## src/rtl/bch_32_bits_seq_ctrl.sv

```systemverilog
// bch_32_bits_seq_ctrl
//
// Area-reduced sequencer for the 32-bit BCH(15,7) protected path. One shared
// combinational BCH(15,7) double-error-correcting decoder is time-multiplexed
// over the five blocks of a 72-bit protected word, one block per cycle. The
// corrected data bits are assembled into a 32-bit word, and the per-block
// error flags are OR-reduced.
//
// Code: systematic BCH(15,7), g(x) = x^8+x^7+x^6+x^4+1, data in bits [14:8].
// Block 4 is shortened to 12 bits and zero-padded to 15 at the top.
//
// Ports:
//   clk            in   rising-edge clock
//   rst            in   asynchronous reset, active-high
//   in_valid       in   data_in is valid
//   in_ready       out  controller can accept a word (IDLE)
//   data_in        in   72-bit protected word
//   out_valid      out  codeword_out / error_detected are valid (DONE)
//   out_ready      in   consumer accepts the output
//   codeword_out   out  32-bit corrected data
//   error_detected out  at least one block reported an error
//   err_count      out  saturating count of error words; only with BCH_ERR_COUNT_EN
//
// Optional feature macro: BCH_ERR_COUNT_EN (adds err_count port and counter).

module bch_32_bits_seq_ctrl #(
  parameter int unsigned NUM_BLK   = 5,
  parameter int unsigned ERR_CNT_W = 16
) (
  input  logic        clk,
  input  logic        rst,
  input  logic        in_valid,
  output logic        in_ready,
  input  logic [71:0] data_in,
  output logic        out_valid,
  input  logic        out_ready,
  output logic [31:0] codeword_out,
  output logic        error_detected
`ifdef BCH_ERR_COUNT_EN
  ,
  output logic [ERR_CNT_W-1:0] err_count
`endif
);

  if (NUM_BLK != 5 || ERR_CNT_W == 0) begin : g_param_check
    $error("bch_32_bits_seq_ctrl: NUM_BLK must be 5 and ERR_CNT_W nonzero");
  end

  localparam logic [2:0] LastBlk = 3'(NUM_BLK - 1);

  localparam logic [1:0] StIdle   = 2'd0;
  localparam logic [1:0] StDecode = 2'd1;
  localparam logic [1:0] StDone   = 2'd2;

  logic [1:0]  state_q, state_d;
  logic [2:0]  blk_idx_q, blk_idx_d;
  logic [71:0] data_q, data_d;
  logic [27:0] acc_q, acc_d;
  logic        err_acc_q, err_acc_d;
  logic [31:0] cw_q, cw_d;
  logic        err_q, err_d;

  // ---------------------------------------------------------------------------
  // GF(16) arithmetic, primitive polynomial x^4 + x + 1
  // ---------------------------------------------------------------------------
  function automatic logic [3:0] gf_mul_a(input logic [3:0] x);
    return {x[2:0], 1'b0} ^ (x[3] ? 4'b0011 : 4'b0000);
  endfunction

  function automatic logic [3:0] gf_mul(input logic [3:0] a, input logic [3:0] b);
    logic [3:0] p;
    logic [3:0] t;
    p = 4'h0;
    t = a;
    for (int i = 0; i < 4; i++) begin
      if (b[i]) p = p ^ t;
      t = gf_mul_a(t);
    end
    return p;
  endfunction

  // ---------------------------------------------------------------------------
  // Block slice mux
  // ---------------------------------------------------------------------------
  logic [14:0] slice;

  always_comb begin
    slice = 15'h0;
    case (blk_idx_q)
      3'd0:    slice = data_q[14:0];
      3'd1:    slice = data_q[29:15];
      3'd2:    slice = data_q[44:30];
      3'd3:    slice = data_q[59:45];
      3'd4:    slice = {3'b000, data_q[71:60]};
      default: slice = 15'h0;
    endcase
  end

  // ---------------------------------------------------------------------------
  // Shared combinational decoder
  // Syndromes S1 = r(a), S3 = r(a^3). Position i (X = a^i) is in error when
  // S1*X^2 + S1^2*X + S1^3 + S3 == 0 with S1 != 0; this is the error-locator
  // equation scaled by S1 and covers the single- and double-error cases.
  // ---------------------------------------------------------------------------
  logic [3:0]  s1, s3, pw1, pw3;
  logic [3:0]  s1_sq, c0, x_pos, loc;
  logic [14:0] flip;
  logic [14:0] corrected;
  logic        dec_err;

  always_comb begin
    s1    = 4'h0;
    s3    = 4'h0;
    pw1   = 4'h1;
    pw3   = 4'h1;
    for (int i = 0; i < 15; i++) begin
      if (slice[i]) begin
        s1 = s1 ^ pw1;
        s3 = s3 ^ pw3;
      end
      pw1 = gf_mul_a(pw1);
      pw3 = gf_mul_a(gf_mul_a(gf_mul_a(pw3)));
    end

    s1_sq = gf_mul(s1, s1);
    c0    = gf_mul(s1_sq, s1) ^ s3;
    x_pos = 4'h1;
    loc   = 4'h0;
    flip  = 15'h0;
    for (int i = 0; i < 15; i++) begin
      loc     = gf_mul(s1, gf_mul(x_pos, x_pos)) ^ gf_mul(s1_sq, x_pos) ^ c0;
      flip[i] = (s1 != 4'h0) && (loc == 4'h0);
      x_pos   = gf_mul_a(x_pos);
    end

    corrected = slice ^ flip;
    dec_err   = (s1 != 4'h0) || (s3 != 4'h0);
  end

  // ---------------------------------------------------------------------------
  // Sequencer
  // ---------------------------------------------------------------------------
  always_comb begin
    state_d   = state_q;
    blk_idx_d = blk_idx_q;
    data_d    = data_q;
    acc_d     = acc_q;
    err_acc_d = err_acc_q;
    cw_d      = cw_q;
    err_d     = err_q;

    unique case (state_q)
      StIdle: begin
        if (in_valid) begin
          data_d    = data_in;
          blk_idx_d = 3'd0;
          acc_d     = 28'h0;
          err_acc_d = 1'b0;
          state_d   = StDecode;
        end
      end

      StDecode: begin
        err_acc_d = err_acc_q | dec_err;
        case (blk_idx_q)
          3'd0:    acc_d[6:0]   = corrected[14:8];
          3'd1:    acc_d[13:7]  = corrected[14:8];
          3'd2:    acc_d[20:14] = corrected[14:8];
          3'd3:    acc_d[27:21] = corrected[14:8];
          default: acc_d        = acc_q;
        endcase
        if (blk_idx_q == LastBlk) begin
          // Outputs are loaded on the same edge as the move to DONE.
          cw_d      = {corrected[11:8], acc_q};
          err_d     = err_acc_q | dec_err;
          blk_idx_d = 3'd0;
          state_d   = StDone;
        end else begin
          blk_idx_d = blk_idx_q + 3'd1;
        end
      end

      StDone: begin
        if (out_ready) state_d = StIdle;
      end

      default: state_d = StIdle;
    endcase
  end

  always_ff @(posedge clk or posedge rst) begin
    if (rst) begin
      state_q   <= StIdle;
      blk_idx_q <= 3'd0;
      data_q    <= 72'h0;
      acc_q     <= 28'h0;
      err_acc_q <= 1'b0;
      cw_q      <= 32'h0;
      err_q     <= 1'b0;
    end else begin
      state_q   <= state_d;
      blk_idx_q <= blk_idx_d;
      data_q    <= data_d;
      acc_q     <= acc_d;
      err_acc_q <= err_acc_d;
      cw_q      <= cw_d;
      err_q     <= err_d;
    end
  end

  assign in_ready       = (state_q == StIdle);
  assign out_valid      = (state_q == StDone);
  assign codeword_out   = cw_q;
  assign error_detected = err_q;

`ifdef BCH_ERR_COUNT_EN
  logic [ERR_CNT_W-1:0] err_cnt_q, err_cnt_d;

  always_comb begin
    err_cnt_d = err_cnt_q;
    if (state_q == StDone && out_ready && err_q && err_cnt_q != {ERR_CNT_W{1'b1}}) begin
      err_cnt_d = err_cnt_q + ERR_CNT_W'(1);
    end
  end

  always_ff @(posedge clk or posedge rst) begin
    if (rst) err_cnt_q <= '0;
    else     err_cnt_q <= err_cnt_d;
  end

  assign err_count = err_cnt_q;
`endif

endmodule

```

## config.mk

```make
export PLATFORM = sky130hd
export DESIGN_NAME = bch_32_bits_seq_ctrl
export DESIGN_NICKNAME = d
export VERILOG_FILES = /design/src/rtl/bch_32_bits_seq_ctrl.sv
export SDC_FILE = /design/constraint.sdc
export NUM_CORES = 1
export LEC_CHECK = 0
export BUFFER_PORTS_ARGS = -buffer_cell sky130_fd_sc_hd__buf_2
export CAP_MARGIN = 25
export CORE_MARGIN = 4
export CORE_UTILIZATION = 63
export DETAILED_ROUTE_END_ITERATION = 8
export PLACE_DENSITY = 0.9
export SYNTH_ARGS = -nofsm -noshare
export SYNTH_HDL_FRONTEND = slang
export SYNTH_SLANG_ARGS = --single-unit
```

## constraint.sdc

```tcl
create_clock -name clk -period 11.39 [get_ports clk]
set_input_delay 0 -clock clk [delete_from_list [all_inputs] [get_ports clk]]
set_output_delay 0 -clock clk [all_outputs]
set_load 0.1 [all_outputs]
```

Word-level counts from Yosys, hierarchy flattened
Index checks and enable logic that the tools add are counted.
Storage, ports and cells
  output and inout port bits: 35
  register bits after elaboration: 139
  bits of input ports: 76
  word-level logic and storage cells: 222
Cells by class
  bitwise operators: 95
  equal/unequal tests: 13
  multiplexer cells: 59
  add/subtract/negate cells: 1
  reduce and logical (&&, ||, !) cells: 44
Operator list (count)
  $xor 4x4->4: 64
  $mux 4: 28
  $pmux 15 s5: 1
  $logic_not 4->1: 15
  $pmux 28 s2: 1
  $mux 28: 1
  $mux 7: 4
  $not 2->2: 12
  $mux 2: 11
  $mux 3: 6
  $not 4->4: 4
  $logic_and 1x1->1: 15
  $reduce_and 3->1: 5
  $xor 15x15->15: 1
  $not 3->3: 4
  $ne 2x1->1 const B: 5
  $reduce_bool 4->1: 2
  $eq 3x2->1 const B: 2
  $pmux 2 s3: 1
  $pmux 3 s2: 1
  $reduce_and 2->1: 3
  $mux 1: 4
  $ne 2x2->1 const B: 2
  $not 1->1: 4
  13 further kinds: 16

Logic depth before layout (Yosys ltp)
Gate-level depths: netlist of the first run.
  depth after elaboration: 51
  gate-level depth with buffers: 27
  mapped depth without buffers: 22

Worst setup path after synthesis of the first run
OpenSTA, ideal clock, no wires.
  kind: reg2reg
  from: register blk_idx_q[0]
  to: register cw_q[31], in the netlist codeword_out[31]
  path buffers: 3
  slack: 5.063 ns
  data arrival time: 6.194 ns
  clock period less this slack: 6.327 ns
  cell stages (with the launch flop): 24
  library setup time: 0.132 ns
  data required time: 11.258 ns
  cell sequence: dfrtp_1 inv_1 ha_1 buf_2 a222oi_1 a211oi_1 nor3_2 xnor3_1 clkbuf_1 ha_1 clkbuf_1 inv_1 or3_1 mux2i_1 xor2_1 xnor2_1 o21ai_0 nor4_4 xnor2_2 xnor3_1 nor3b_1 o211ai_1 xor2_1 o21ai_1
Between the ends
  longest elaborated chain between the ends: 44
  elaborated cells on any way between the ends: 97
  those cells by class: eq/ne (4); mux (44); bitwise (44); reduce/logical (5)
RTL lines
  start, declared: line 56  | logic [2:0] blk_idx_q, blk_idx_d;
  start signal, assigned: line 202  | blk_idx_q <= blk_idx_d;
  $eq 3x3->1 (tied with other cells): line 89, 172
  $pmux 15 s5: line 89  | case (blk_idx_q)
  $mux 1: line 117  | if (slice[i]) begin
  $mux 2: line 117
  $mux 3: line 117
  $mux 4: line 117
  $not 2->2 (no source line)
  $mux 2: line 117
  [28 not listed]
  $mux 4: line 76  | if (b[i]) p = p ^ t;
  $xor 4x4->4: line 76
  $mux 4: line 76
  $xor 4x4->4: line 126  | c0 = gf_mul(s1_sq, s1) ^ s3;
  $xor 4x4->4: line 131  | loc = gf_mul(s1, gf_mul(x_pos, x_pos)) ^ gf_mul(s1_sq, x_pos) ^ c0;
  $logic_not 4->1: line 132  | flip[i] = (s1 != 4'h0) && (loc == 4'h0);
  $logic_and 1x1->1: line 132
  $xor 15x15->15: line 136  | corrected = slice ^ flip;
  end signal, assigned: line 206  | cw_q <= cw_d;
  end, declared: line 60  | logic [31:0] cw_q, cw_d;
Several ways; a longest one is shown, not always the timed one.
A chain may end at the register's enable or synchronous reset.

Worst setup path after layout of the first run
  from: register blk_idx_q[0]
  to: register cw_q[28], in the netlist codeword_out[28]
Same word-level chain as after synthesis.

==> impl_metrics.csv, run 1 <==
group,metric,value,unit
routing,drcViolationCount,2,
timing,worst_slew_pin_slew,0.9793,ns
floorplanning,io_pins,111,
clock_network,clock_latency,0.42,ns
routing,drt_iter0_markers,899,
routing,antenna_left,0,
timing,setup_viol_count_final,0,
place,dp_hpwl,15040,um
setup_path,r2r-start,"blk_idx_q[0]",
timing,maxSlewHeadroom,34.71,%
yosys,ys_types,77,
routing,first_pass_iters,9,
status,outcome,"finished with violations",
place,port_buffers,110,
setup_path,path_max_fanout,26,
status,violations,"design-rule violations",
setup_path,cpPeakStageDelay,0.75,ns
routing,vias,7733,
setup_path,crit_slowest_cell,"ha_1",
floorplanning,die_x,123.3,um
yosys,synth_area,8381,um2
yosys,yosys-top-cells-area,"dfrtp_1, nand2_1, xnor2_1",
yosys,synth_top_family_by_area,"simple AND/OR/NAND/NOR gates",
yosys,ys_seq_area_share,41.50,%
yosys,synth_edf_count,0,
setup_path,worstSetupPathType,"flop to flop",
place,placed_cell_area,8994,um2
yosys,synth_adder_area_share,1.642,%
cells_and_area,final_nets,1167,
run,maxCapViolCount,0,
clock_network,cts-root-buf,"clkbuf_16",
yosys,yosys.area_share.simple,19.66,%
cells_and_area,final_cells,1266,
yosys,ys_ff_latch,139,
global_route,grt_max_degree,78,
setup_path,cp.required,11.65,ns
setup_path,cp.arrival,8.34,ns
cells_and_area,drive_above_1_share,18.76,%
global_route,grt_pass1_vias,7697,
yosys,synth_area_per_cell,9.080,um2
setup_path,worstSetupEndpointType,"flop",
timing,timing.final.crit_share,70.90,%
global_route,grt_pass1_wl,40230,um
yosys,yosysTopAreaCellShare,41.50,%
global_route,antenna_found_initial,1,
floorplanning,initial_core_util,65.35,%
cells_and_area,area_delta_synth_final,23.35,%
yosys,synthFlopType,"dfrtp_1",
routing,wl_per_cell,19.91,um
timing,rsz0062_at_grt,"no",
timing,clock_skew,0.007835,ns
setup_path,startpoint_type,"flop",
setup_path,crit_family,"XOR/XNOR gates",
clock_network,numCtsBuffers,17,
routing,via_per_inst,6.108,
clock_network,cts_sinks,139,
clock_network,htreeDepth,4,
place,gp_congestion,0.9682,
timing,setup-tns-final,0,ns
global_route,grtUsageTotal,34.59,%
yosys,synthMuxAreaShare,5.793,%
setup_path,path_cells,"inv_1 -> ha_1 -> and2_1 -> a222oi_1 -> o21ai_0 -> a31oi_1 -> xnor2_2 -> xnor2_2 -> inv_1 -> ha_1 -> xnor3_1 -> or2_0 -> mux2i_1 -> xnor2_1 -> xnor2_1 -> xnor3_1 -> xor2_1 -> mux2i_1 -> nand4_1 -> xnor2_1 -> o21ai_0",
yosys,netlist_top_cells_count,"nand2_1, dfrtp_1, xnor2_1",
floorplanning,die_y,123.3,um
yosys,synth.most_common_cell,"nand2_1",
timing,fmax,123.8,MHz
timing,hold_viol_final,0,
global_route,overflow,0,
setup_path,startpoint,"blk_idx_q[0]",
yosys,ys_warn_count,0,
setup_path,crit_top_cell,"xnor2_1",
timing,drv_slew,0,
floorplanning,core.rowCount,41,
yosys,synth_compound_area_share,12.82,%
yosys,synthCells,923,
worst_hold_path,hp-start,"in_valid",
routing,wl,25200,um
floorplanning,core_area,12820,um2
yosys,synthXorXnorAreaFrac,15.20,%
cells_and_area,fin_area,10340,um2
clock_network,clockBufferDepth,2,
yosys,syn_nets,1010,
clock_network,clkSlewWorstSetupHoldPaths,0.06,ns
setup_path,crit_buf_inv,2,
yosys,synthArstFlopShare,100.0,%
clock_network,cts_tree,"built",
worst_hold_path,hp-class,"input port to flop",
place,dp_cells,1158,
timing,min_period,8.075,ns
yosys,synth_area_leader_cell,"dfrtp_1",
floorplanning,dieArea,15210,um2
-- worst paths after layout --
path                               endpoint  slack, ns  depth (start not counted)
max                        codeword_out[28]       3.31                         21
min                            blk_idx_q[2]       0.05                          4
max reg2reg                codeword_out[28]       3.31                         21
min reg2reg                       data_q[3]       0.48                          2
max in group asynchronous        data_q[17]      10.22                          5
min in group asynchronous   codeword_out[5]       0.14                          3
-- metal layers --
metal / GRT usage, % / up-vias / wire length [um]
met4: 16.06 / 0 / 1328
met3: 7.960 / 113 / 2098
li1: - / 3462 / -
met5: 0 / - / 0
met1: 41.54 / 3648 / 9179
met2: 59.09 / 510 / 12590
-- cell usage in the layout, fill, tap and decap left out, drive strengths merged, types with 11 or more instances in the layout --
cell type      n
a21oi         26
a22oi         16
buf          118
clkbuf        18
dfrtp        139
dlygate4sd3   74
ha            11
inv           14
mux2          33
mux2i         11
nand2        287
nor2          37
o21ai         49
xnor2         73
xnor3         12
xor2          31
-- layout make-up --
| type | instances | area [um2] |
|---|---|---|
| tap | 172 | 215.2 |
| sequential | 139 | 3478 |
| inverter | 13 | 53.80 |
| antenna | 1 | 2.502 |
| timing repair buffer | 192 | 1379 |
| multi-input combinational | 717 | 4623 |
| fill | 732 | 2487 |
| clock buffer | 18 | 439.2 |
| clock inverter | 14 | 146.4 |
-- worst reg2reg max path, delay by kind of cell, from the launching register on --
family,cells,cell delay (ns)
and+or+nand+nor,3,0.81
xor gates and xnor gates,8,3.04
adders and majority gates,2,1.29
buffers and inverters,2,0.53
DFF,1,0.43
AOI/OAI and AO/OA,4,1.38
muxes,2,0.43
-- stage by stage --
step | utilization [%] | setup WS (ns) | hold WS, ns
after floorplan | - | 5.063 | 0.1054
after global placement | 69.91 | 3.610 | 0.04714
after detailed placement | 70.13 | 3.393 | 0.05314
after CTS | 80.47 | 3.335 | 0.02810
after global routing | 80.60 | 2.842 | 0.06962
final | 80.60 | 3.315 | 0.04821
-- cell families after synthesis --
group / after synthesis
AND/OR/NAND/NOR: 386
AO/OA/AOI/OAI: 159
flip-flops: 139
XOR/XNOR: 117
buffers and inverters: 67
multiplexers: 44
adder cells (fa/ha/maj): 11
-- flip-flops by register name (all words and copies together) (netlist names) --
| register | count |
|---|---|
| err_acc_q | 1 |
| error_detected | 1 |
| blk_idx_q | 3 |
| acc_q | 28 |
| codeword_out | 32 |
| state_q | 2 |
| data_q | 72 |
-- what timing repair did --
action	4_1_cts	5_1_grt
resized for setup	0	0
hold buffers	74	0
endpoints found under the hold margin	123	0
buffers inserted	0	0
Power of run 1 is not shown: default switching activity piles up to over one toggle a cycle in this logic, so the estimate is an artifact.
==> inputs of run 2 (changes only) <==
--- a/config.mk
+++ b/config.mk
@@ -8,9 +8,9 @@
 export BUFFER_PORTS_ARGS = -buffer_cell sky130_fd_sc_hd__buf_2
 export CAP_MARGIN = 25
 export CORE_MARGIN = 4
-export CORE_UTILIZATION = 63
+export CORE_UTILIZATION = 53
 export DETAILED_ROUTE_END_ITERATION = 8
-export PLACE_DENSITY = 0.9
+export PLACE_DENSITY = 0.81
 export SYNTH_ARGS = -nofsm -noshare
 export SYNTH_HDL_FRONTEND = slang
 export SYNTH_SLANG_ARGS = --single-unit
==> constraint.sdc (replaced) <==
create_clock -name clk -period 7.1 [get_ports clk]
set_input_delay 0 -clock clk [delete_from_list [all_inputs] [get_ports clk]]
set_output_delay 0 -clock clk [all_outputs]
set_load 0.1 [all_outputs]
==> impl_metrics.csv, run 2 (same netlist as run 1, synthesis figures left out) <==
group,metric,value,unit
timing,clock_skew,0.01020,ns
clock_network,numCtsBuffers,17,
floorplanning,die_y,133.7,um
timing,hold_viol_final,0,
global_route,grt_pass1_vias,7366,
floorplanning,die_x,133.7,um
timing,drv_slew,0,
worst_hold_path,hp-class,"input port to flop",
setup_path,crit_family,"XOR/XNOR gates",
cells_and_area,area_delta_synth_final,24.23,%
global_route,antenna_found_initial,1,
cells_and_area,final_cell_mix,"nand2_1, dfrtp_1, buf_2",
clock_network,cts-root-buf,"clkbuf_16",
global_route,grt_pass1_wl,37830,um
floorplanning,io_pins,111,
cells_and_area,final_cells,1317,
place,dp_hpwl,15520,um
timing,setup_viol_count_final,0,
timing,min_period,6.564,ns
setup_path,startpoint_type,"flop",
setup_path,worstSetupPathType,"flop to flop",
timing,setup-tns-final,0,ns
floorplanning,initial_core_util,54.52,%
routing,drt_iter0_markers,596,
setup_path,path_cells,"ha_1 -> ha_1 -> buf_4 -> nand2_1 -> o2111ai_1 -> xor2_1 -> a21oi_1 -> nor2_1 -> xnor2_4 -> inv_1 -> ha_1 -> buf_4 -> xor2_1 -> nor3_1 -> a31oi_1 -> a31oi_1 -> a211oi_2 -> xor2_1 -> xnor3_1 -> xnor2_1 -> nor4_2 -> xor2_1 -> a32o_1",
clock_network,htreeDepth,4,
status,outcome,"finished clean",
clock_network,cts_sinks,139,
global_route,grt_max_degree,78,
setup_path,crit_top_cell,"xor2_1",
setup_path,cp.arrival,6.92,ns
routing,wl_met1,9463,um
timing,rsz0062_at_grt,"no",
cells_and_area,final_nets,1179,
routing,wl_met3,1546,um
routing,dr_wl_met2,11410,um
clock_network,clockBufferDepth,2,
timing,timing.final.crit_share,92.45,%
routing,first_pass_iters,5,
routing,routed.top_layer,"met4",
routing,via_per_inst,5.596,
floorplanning,dieArea,17890,um2
routing,wl_per_cell,17.53,um
cells_and_area,largest_register,"data_q",
place,port_buffers,110,
place,placed_cell_area,9112,um2
clock_network,clock_latency,0.42,ns
cells_and_area,final_common_cell,"nand2_1",
setup_path,crit_buf_inv,3,
global_route,overflow,0,
setup_path,cpPeakStageDelay,0.54,ns
floorplanning,core.rowCount,45,
cells_and_area,post-route-util,67.73,%
clock_network,cts_tree,"built",
run,maxCapViolCount,0,
setup_path,path_max_fanout,16,
place,gp_congestion,0.9385,
floorplanning,core_area,15370,um2
timing,worst_slew_pin_slew,0.9184,ns
place,dp_cells,1209,
timing,fmax,152.3,MHz
setup_path,cp.required,7.45,ns
cells_and_area,drive_above_1_share,19.64,%
setup_path,crit_slowest_cell,"nor2_1",
cells_and_area,largest_reg_flops,72,
timing,maxSlewHeadroom,38.77,%
routing,wl,23090,um
routing,drcViolationCount,0,
routing,vias,7370,
clock_network,clkSlewWorstSetupHoldPaths,0.06,ns
setup_path,worstSetupEndpointType,"flop",
global_route,grtUsageTotal,26.60,%
cells_and_area,nFillCells,1139,
routing,antenna_left,0,
cells_and_area,fin_area,10410,um2
## run 2: stage by stage
stage	setup WS [ns]	hold WS, ns
floorplan	0.7734	0.1054
global placement	0.6100	0.1117
detailed placement	0.3846	0.1114
CTS	0.3247	0.04705
global route	0.09966	0.09197
finish	0.5359	0.05548
## run 2: final timing paths
kind | cells past startpoint | startpoint | to | slack [ns]
setup / recovery | 23 | blk_idx_q[0] | acc_q[5] | 0.54
hold / removal | 4 | in_valid | blk_idx_q[2] | 0.06
setup reg to reg | 23 | blk_idx_q[0] | acc_q[5] | 0.54
hold reg to reg | 2 | data_q[14] | data_q[14] | 0.48
max in group asynchronous | 4 | rst | data_q[56] | 5.57
min in group asynchronous | 3 | rst | state_q[1] | 0.20
## run 2: layout make-up
class / instances / area, um2 / area share, %
antenna: 1 / 2.502 / 0.02404
clock buffer: 21 / 460.4 / 4.423
clock inverter: 11 / 71.32 / 0.6850
inverter: 13 / 53.80 / 0.5168
multi-input combinational: 717 / 4639 / 44.56
sequential: 139 / 3478 / 33.41
tap: 211 / 264.0 / 2.536
timing repair buffer: 204 / 1441 / 13.84
## run 2: worst reg2reg max path, delay by kind of cell, from the launching register on
kind	cells	cell delay, ns
adder cells (fa/ha/maj)	3	0.98
XOR/XNOR	7	2.21
AND/OR/NAND/NOR	4	1.11
flip-flops	1	0.43
AO/OA/AOI/OAI	6	1.17
buffers and inverters	3	0.61
## run 2: per-layer routing
metal / up-vias / track usage, %
li1: 3476 / -
met1: 3531 / 33.48
met2: 311 / 45.48
met3: 52 / 5.400
met4: 0 / 9.714
met5: - / 0
## run 2: repair_timing
item	4_1_cts	5_1_grt
resized for setup	0	3
setup buffers	0	1
endpoints found under the setup margin	0	31
hold endpoints to repair	137	0
hold buffers	74	0
Power of run 2 is left out for the same reason.
==> inputs of run 3 (changes only) <==
--- a/config.mk
+++ b/config.mk
@@ -8,9 +8,9 @@
 export BUFFER_PORTS_ARGS = -buffer_cell sky130_fd_sc_hd__buf_2
 export CAP_MARGIN = 25
 export CORE_MARGIN = 4
-export CORE_UTILIZATION = 53
+export CORE_UTILIZATION = 25
 export DETAILED_ROUTE_END_ITERATION = 8
-export PLACE_DENSITY = 0.81
+export PLACE_DENSITY = 0.46
 export SYNTH_ARGS = -nofsm -noshare
 export SYNTH_HDL_FRONTEND = slang
 export SYNTH_SLANG_ARGS = --single-unit
==> impl_metrics.csv, run 3 (same netlist as run 1, synthesis figures left out) <==
group,metric,value,unit
status,outcome,"finished clean",
setup_path,worstSetupEndpointType,"flop",
place,placed_cell_area,9447,um2
setup_path,worstSetupPathType,"flop to flop",
timing,fmax,154.1,MHz
setup_path,cp.required,7.38,ns
routing,wl_per_cell,15.92,um
routing,first_pass_iters,6,
timing,worst_slew_pin_slew,0.8236,ns
cells_and_area,largest_reg_flops,72,
global_route,antenna_found_initial,0,
clock_network,clock_latency,0.42,ns
floorplanning,core_area,32780,um2
clock_network,htreeDepth,4,
place,dp_hpwl,18020,um
cells_and_area,n_antenna_cell,0,
place,gp_congestion,0.8798,
timing,rsz0062_at_grt,"no",
routing,vias,7056,
floorplanning,initial_core_util,25.56,%
floorplanning,die_y,191.1,um
clock_network,numCtsBuffers,17,
cells_and_area,largest_register,"data_q",
floorplanning,die_x,191.1,um
setup_path,path_max_fanout,26,
clock_network,clkSlewWorstSetupHoldPaths,0.06,ns
timing,hold_viol_final,0,
worst_hold_path,hp-class,"input port to flop",
floorplanning,dieArea,36520,um2
cells_and_area,final_common_cell,"nand2_1",
global_route,grt_pass1_vias,7011,
routing,wl,24740,um
timing,maxSlewHeadroom,45.10,%
clock_network,clockBufferDepth,2,
setup_path,crit_buf_inv,3,
timing,setup-tns-final,0,ns
timing,min_period,6.491,ns
routing,via_per_inst,4.541,
clock_network,cts_tree,"built",
clock_network,cts-root-buf,"clkbuf_16",
routing,drt_iter0_markers,467,
global_route,overflow,0,
routing,drcViolationCount,0,
timing,setup_viol_count_final,0,
cells_and_area,final_cell_mix,"nand2_1, dfrtp_1, buf_2",
place,port_buffers,110,
floorplanning,io_pins,111,
global_route,grt_pass1_wl,39670,um
cells_and_area,nFillCells,3427,
global_route,grtUsageTotal,13.69,%
setup_path,crit_family,"XOR/XNOR gates",
timing,clock_skew,0.01560,ns
setup_path,startpoint_type,"flop",
clock_network,cts_sinks,139,
cells_and_area,drive_above_1_share,20.14,%
cells_and_area,final_nets,1187,
routing,antenna_left,0,
setup_path,cp.arrival,6.77,ns
setup_path,crit_slowest_cell,"a222oi_1",
timing,drv_slew,0,
setup_path,cpPeakStageDelay,0.64,ns
setup_path,path_cells,"inv_1 -> ha_1 -> buf_4 -> a222oi_1 -> a211oi_1 -> nor3_2 -> xnor3_1 -> ha_1 -> buf_4 -> o21ai_0 -> mux2i_1 -> xor2_1 -> xnor2_1 -> o21ai_0 -> nor4_4 -> xnor2_2 -> xnor3_1 -> nor3b_1 -> o211ai_1 -> xor2_1 -> o21ai_1",
global_route,grt_max_degree,79,
run,maxCapViolCount,0,
timing,timing.final.crit_share,91.42,%
cells_and_area,area_delta_synth_final,28.69,%
cells_and_area,fin_area,10790,um2
floorplanning,core.rowCount,66,
-- run 3: changes by cell type in the layout (fill, tap and decap cells not counted), sizes merged --
cell | before | now
clkbuf | 21 | 20
diode | 1 | 0
buf | 130 | 138
clkinvlp | 2 | 5
clkinv | 9 | 5
bufinv | 0 | 1
-- run 3: final timing paths --
path	startpoint	slack [ns]	depth (start not counted)	end
max	blk_idx_q[0]	0.61	21	codeword_out[31]
min	in_valid	0.05	4	blk_idx_q[0]
max reg2reg	blk_idx_q[0]	0.61	21	codeword_out[31]
min reg2reg	data_q[71]	0.47	2	data_q[71]
max in group asynchronous	rst	5.83	5	acc_q[24]
min in group asynchronous	rst	0.22	3	data_q[14]
-- run 3: layout make-up --
| class | instances | area, um2 | area share (%) |
|---|---|---|---|
| clock buffer | 20 | 456.7 | 4.234 |
| multi-input combinational | 717 | 4626 | 42.89 |
| tap | 442 | 553.0 | 5.128 |
| sequential | 139 | 3478 | 32.25 |
| clock inverter | 11 | 96.34 | 0.8933 |
| inverter | 13 | 53.80 | 0.4988 |
| timing repair buffer | 212 | 1521 | 14.11 |
-- run 3: timing repair --
| action | in CTS | in global routing |
|---|---|---|
| buffers inserted | 0 | 2 |
| gates resized for setup | 0 | 1 |
| hold endpoints to repair | 134 | 0 |
| setup endpoints to repair | 0 | 10 |
| hold buffers | 74 | 0 |
-- run 3: metal layers --
layer / GRT usage, % / share of wire [%] / up-vias
met2: 22.00 / 46 / 157
met1: 19.65 / 49 / 3387
met5: 0 / 0 / -
li1: - / - / 3498
met4: 2.597 / 0.63 / 0
met3: 2.210 / 4.1 / 14
-- run 3: through the flow --
step | utilization, % | worst slack [ns] | hold WS, ns | instances
global route | 32.90 | 0.05849 | 0.08461 | 1554
floorplan | - | 0.7734 | 0.1054 | 923
global placement | 28.81 | 0.5600 | 0.1244 | 1446
finish | 32.90 | 0.6094 | 0.05149 | 1554
CTS | 32.76 | 0.4638 | 0.05764 | 1551
detailed placement | 28.81 | 0.4949 | 0.1299 | 1446
-- run 3: tightest hold or removal path: cells and delay by family --
family,cells,cell delay (ns)
compound gates,2,0.21
buf+inv,1,0.11
simple gates,1,0.09
Power of run 3 is left out for the same reason.
